==> config.mk <==
export PLATFORM = sky130hd
export DESIGN_NAME = decremento_seq
export DESIGN_NICKNAME = d
export VERILOG_FILES = /design/src/rtl/decremento_pkg.sv /design/src/rtl/dec_step.sv /design/src/rtl/decremento_seq.sv
export SDC_FILE = /design/constraint.sdc
export NUM_CORES = 1
export LEC_CHECK = 0
export BUFFER_PORTS_ARGS = -buffer_cell sky130_fd_sc_hd__buf_2
export CAP_MARGIN = 20
export CORE_MARGIN = 3
export CORE_UTILIZATION = 45
export CTS_CLUSTER_DIAMETER = 80
export DETAILED_ROUTE_END_ITERATION = 7
export HOLD_SLACK_MARGIN = 0.02
export PLACE_DENSITY_LB_ADDON = 0.2
export REMOVE_ABC_BUFFERS = 1
export SLEW_MARGIN = 20
export SYNTH_ARGS = -nofsm -noshare
export SYNTH_HDL_FRONTEND = slang
export SYNTH_SLANG_ARGS = --single-unit
==> constraint.sdc <==
create_clock -name clk -period 2.84 [get_ports clk]
set_input_delay 0.284 -clock clk [delete_from_list [all_inputs] [get_ports clk]]
set_output_delay 0.284 -clock clk [all_outputs]
set_load 0.01 [all_outputs]
==> src/rtl/decremento_pkg.sv <==
// Shared types and default widths for the sequential decrement unit.
package decremento_pkg;

    localparam int unsigned B_W_DEF = 4;
    localparam int unsigned N_W_DEF = 3;

    localparam logic [B_W_DEF-1:0] ALL_ONES = '1;

    typedef enum logic [1:0] {
        IDLE = 2'd0,
        STEP = 2'd1,
        DONE = 2'd2
    } state_t;

endpackage

==> src/rtl/dec_step.sv <==
// Combinational single-step decrementer: y = x + all-ones, with carry-out and signed overflow.
module dec_step #(
    parameter int unsigned B_W = 4
) (
    input  logic [B_W-1:0] x,
    output logic [B_W-1:0] y,
    output logic           carry,
    output logic           ovf
);

    logic [B_W:0] sum;

    // Carry-out is 0 only when x is zero, i.e. the step borrowed.
    assign sum   = {1'b0, x} + {1'b0, {B_W{1'b1}}};
    assign y     = sum[B_W-1:0];
    assign carry = sum[B_W];
    assign ovf   = x[B_W-1] & ~sum[B_W-1];

endmodule

==> src/rtl/decremento_seq.sv <==
// Sequential decrement unit: Y = X - (N+1) with sticky borrow/overflow flags.
// Optional DECREMENTO_SAT_EN: unsigned saturation at zero instead of wrap-around.
module decremento_seq
    import decremento_pkg::*;
#(
    parameter int unsigned B_W = B_W_DEF,
    parameter int unsigned N_W = N_W_DEF
) (
    input  logic           clk,
    input  logic           rst_n,
    input  logic           in_valid,
    output logic           in_ready,
    input  logic           Fin,
    input  logic [B_W-1:0] A,
    input  logic [B_W-1:0] B,
    input  logic [N_W-1:0] N,
    output logic           out_valid,
    input  logic           out_ready,
    output logic [B_W-1:0] Y,
    output logic           Bout,
    output logic           V
);

    state_t         state;
    logic [B_W-1:0] acc;
    logic [N_W-1:0] cnt;
    logic [B_W-1:0] step_y;
    logic           step_c;
    logic           step_v;
    logic [B_W-1:0] next_acc;

    dec_step #(.B_W(B_W)) u_step (
        .x     (acc),
        .y     (step_y),
        .carry (step_c),
        .ovf   (step_v)
    );

`ifdef DECREMENTO_SAT_EN
    assign next_acc = (acc == '0) ? '0 : step_y;
`else
    assign next_acc = step_y;
`endif

    always_ff @(posedge clk or negedge rst_n) begin
        if (!rst_n) begin
            state     <= IDLE;
            acc       <= '0;
            cnt       <= '0;
            Y         <= '0;
            Bout      <= 1'b0;
            V         <= 1'b0;
            out_valid <= 1'b0;
            in_ready  <= 1'b1;
        end else begin
            case (state)
                IDLE: begin
                    if (in_valid) begin
                        acc      <= Fin ? B : A;
                        cnt      <= N;
                        Bout     <= 1'b0;
                        V        <= 1'b0;
                        in_ready <= 1'b0;
                        state    <= STEP;
                    end
                end
                STEP: begin
                    acc  <= next_acc;
                    Bout <= Bout | ~step_c;
                    V    <= V | step_v;
                    if (cnt == '0) begin
                        Y         <= next_acc;
                        out_valid <= 1'b1;
                        state     <= DONE;
                    end else begin
                        cnt <= cnt - N_W'(1);
                    end
                end
                DONE: begin
                    if (out_ready) begin
                        out_valid <= 1'b0;
                        in_ready  <= 1'b1;
                        state     <= IDLE;
                    end
                end
                default: begin
                    out_valid <= 1'b0;
                    in_ready  <= 1'b1;
                    state     <= IDLE;
                end
            endcase
        end
    end

endmodule

Word-level counts from Yosys, hierarchy flattened

Cells that the tools add are included.

Word-level logic and storage cells: 50
Bits in registers: 17
Bits of input ports: 16
Output and inout port bits: 8

Reductions and logical operators: 9
Equal/unequal tests: 6
$add $sub $neg: 2
Mux-type cells: 18
Bitwise gates (word level): 7

Operator list:

| operator              | number |
|---|---|
| $reduce_and A3 Y1     | 4 |
| $mux W4               | 2 |
| $ne A2 B2 Y1 const B  | 4 |
| $pmux W4 S2           | 1 |
| $mux W2               | 3 |
| $mux W3               | 2 |
| $pmux W1 S3           | 2 |
| $pmux W2 S3           | 1 |
| $pmux W3 S2           | 1 |
| $add A4 B4 Y5 const B | 1 |
| $mux W1               | 4 |
| $not A1 Y1            | 4 |
| $pmux W1 S2           | 2 |
| $reduce_and A2 Y1     | 2 |
| $logic_not A3 Y1      | 1 |
| $sub A3 B1 Y3 const B | 1 |
| $eq A2 B1 Y1 const B  | 1 |
| $eq A2 B2 Y1 const B  | 1 |
| $logic_not A2 Y1      | 1 |
| $or A1 B1 Y1          | 2 |
| $reduce_bool A2 Y1    | 1 |
| $and A1 B1 Y1         | 1 |

Depth between registers and ports, before layout

Word-level depth: 5
Gate-level depth with buffers: 6
Gate-level depth less buffers: 6

Modules after synthesis

Synthesis repeated with hierarchy kept, for this count alone.

Cells, all modules: 89
Area, all modules: 925.9 µm²

Modules (own cells, without submodules):

| module         | cells an instance | instances | seq. area each (µm²) | area an instance (µm²) |
|---|---|---|---|---|
| decremento_seq | 81                | 1         | 426.7                | 867.1 |
| dec_step       | 8                 | 1         | 0.0                  | 58.8 |

Worst setup path after synthesis

OpenSTA, ideal clock, no wires.

Path kind: register -> register
From: register cnt[0]
To: register cnt[0]
Slack: 1.374 ns
Library setup time: 0.126 ns
Arrival: 1.340 ns
Data required time: 2.714 ns
Period minus slack after synthesis: 1.466 ns
Stages on the path, launching flop included: 7
Cell sequence: dfrtp_1 -> inv_1 -> ha_1 -> nor2b_1 -> a21o_4 -> o21ai_1 -> a221o_1

Cells in the longest elaborated chain, start to end: 3

RTL lines:

| element                                           | line                                       | source |
|---|---|---|
| from (decl)                                       | decremento_seq.sv:26                       | `logic [N_W-1:0] cnt;` |
| from (signal assigned)                            | decremento_seq.sv:76                       | `cnt <= cnt - N_W'(1);` |
| $sub A3 B1 Y3 or $logic_not A3 Y1 (tied branches) | decremento_seq.sv:76, decremento_seq.sv:71 |  |
| $mux W3 or $ne A2 B2 Y1 (tied branches)           | n/a                                        |  |
| $pmux W3 S2 or $reduce_and A3 Y1 (tied branches)  | n/a                                        |  |

Several ways; a longest one is shown, not always the timed one. The select of a mux whose other input is x is not followed.
A chain may end at the register's enable or synchronous reset.

Worst setup path in the final report

Same ends and word-level chain as after synthesis.

==> run metrics <==
outcome=complete, no violations; min cycle time layout=1.60 ns; Fin Hold WS=0.215 ns; Syn-to-layout area delta=17.4%; first-pass GRT wire length=3.16 mm; max-slew violation count=0; most frequent cell after synthesis=dfrtp_1; pwr/cell area=around 1100 nW/um^2; CP cell instances=inv_1 > ha_1 > nor2b_1 > a21o_4 > o21ai_1 > a221o_1; CP bufs+invs=1; endpoints failing setup=0; GPL Wtd Cong=0.782; Vias=about 740; port bufs=23; DRT iter0 DRCs=7; final hold vios=0; final WL=1.80 mm; CTS Buf Count=3; Max Root-Sink Buffers=2; vias in the first global route=726; Hold Path Class=in2reg; Overflow after GRT=0; post-cts sizing count=0; synth cell count leaders=16 x dfrtp_1, 12 x nand2_1, 9 x a21oi_1, 9 x inv_1, 9 x o21ai_0; setup slack, reg-to-reg=between 1 and 1.5 ns; max cap viols=0; Synth warnings=0; fin nets=between 100 and 150; layout cells sized above 1=26.7%; Data required, critical path=3.03 ns; CTS tree=done; Mapped Cells=95; site row count=15; CP max stage cell=dfrtp_1; Cells after DPL=140; # diodes=0; vias per cell=~5.1; Die W=51.1 um; Worst-Margin Slew=0.392 ns; setup tns final=0 ns; Initial Util=50.2%; FFs w/ async S/R, synth=100%; synthesized flop and latch total=17; largest net degree at the start of global routing=18; Tot GR Track Use=16.4%; Design Area, Final=roughly 1100 um^2; critical path peak fanout=6; Lkg Pwr=~0.54 nW; predominant post-synthesis flop cell=dfrtp_1; Crit path max-delay family=compound AO/OA/AOI/OAI gates; clk root buf=clkbuf_4; RSZ-0062 raised after global routing=false; Post-synth EDFFs=0; Crit. End Element=flop; CP max stage delay=0.43 ns; post-synthesis sequential area ratio=46.6%; Max Fclk=625 MHz; # IOs=24; First-pass DRT Iterations=4; H-tree depth=1; Final ANT Viol Nets=0; initial antenna violation count=0; CP Class=reg2reg; Yosys top cell by area=dfrtp_1; Die Y=51.1 um; Clock Sinks=17; total core area=1820 um^2; Critical Path AT=1.79 ns; Syn Area/Cell=9.63 um^2; top cells by area, synth=dfrtp_1 44%, ha_1 5.5%, a21oi_1 4.9%; Total Power=around 1.2 mW; HPWL after DPL=1.33 mm; Tcrit/Tclk final=a little under three fifths; synth unique cells=32; clock skew=0.00571 ns; Critical Path Start Type=flop; DRC Markers=0; wire per inst=12.4 um; total die area=2610 um^2; clock latency on the worst-skew pair=between 0.2 and 0.3 ns; Peak VDD IR=576 uV; Yosys top cell area share=a little over two fifths; Non-Filler Instances=145; placed cell area=1040 um^2; Slew Limit Headroom=approximately 74%; Clock Pin Slew Worst Setup and Hold Paths=0.10 ns; Post-Syn Area=915 um^2
==> cells in the final DEF, fill, tap and decap left out, types with 2 or more instances in the layout <==
cell	count
ha_1	4
nor3_1	2
a21oi_1	9
nor2b_1	2
buf_2	23
inv_1	9
o21ai_0	9
mux2i_1	2
a22oi_1	2
nor2_1	6
clkbuf_4	3
dfrtp_1	16
nand2_1	12
mux2_2	2
==> layer usage <==
metal / vias up / routed length (um) / GRT usage [%] / part of all wire (%)
li1: 374 / - / - / -
met1: 344 / 806 / 20.8 / 45
met2: 19 / 877 / 26.8 / 49
met3: 5 / 72 / 2.62 / 4.0
met4: 0 / 42 / 8.07 / 2.3
met5: - / 0 / 0 / 0
==> what timing repair did <==
action	in CTS	in global routing
endpoints found under the setup margin	0	0
setup buffers	0	0
hold buffers	1	0
hold endpoints to repair	16	0
==> cells by family after synthesis <==
logic type / Yosys count / synth area share (%)
compound gates: 28 / 20.4
xor+xnor: 1 / 0.958
fa+ha+maj: 4 / 5.47
buf+inv: 12 / 6.29
flops: 17 / 46.6
mux: 5 / 5.88
simple gates: 28 / 14.4
==> power breakdown <==
part / leakage (nW) / internal, mW / switching, mW / total, mW
combinational: 0.317 / 0.274 / 0.323 / 0.597
sequential: 0.204 / 0.366 / 0.109 / 0.475
clock: 0.0150 / 0.0546 / 0.0765 / 0.131
==> worst paths after layout <==
| path | from | end | cells after the start |
|---|---|---|---|
| setup reg to reg | cnt[0] | cnt[0] | 6 |
| setup / recovery | cnt[0] | cnt[0] | 6 |
| hold / removal | N[0] | cnt[0] | 2 |
| hold reg to reg | Y[2] | Y[2] | 2 |
| min in group asynchronous | rst_n | Y[2] | 2 |
| max in group asynchronous | rst_n | in_ready | 2 |
==> metrics by stage <==
| stage | util (%) | setup WS (ns) |
|---|---|---|
| after global routing | 59.0 | 1.17 |
| after detailed placement | 57.0 | 1.25 |
| after floorplan | - | 1.37 |
| after CTS | 59.0 | 1.23 |
| final | 59.0 | 1.24 |
| after global placement | 57.0 | 1.33 |
==> state kept, by name, summed over array words and instances (netlist names) <==
register / count
in_ready: 1
acc: 4
V: 1
state: 2
out_valid: 1
cnt: 3
Bout: 1
Y: 4
==> cell type report <==
class	instances	area, um^2
multi-input combinational	66	430
inverter	9	33.8
clock buffer	4	26.3
sequential	17	427
tap	25	31.3
timing repair buffer	24	125
fill	179	747
No activity file was read; power rests on OpenSTA's default activity.
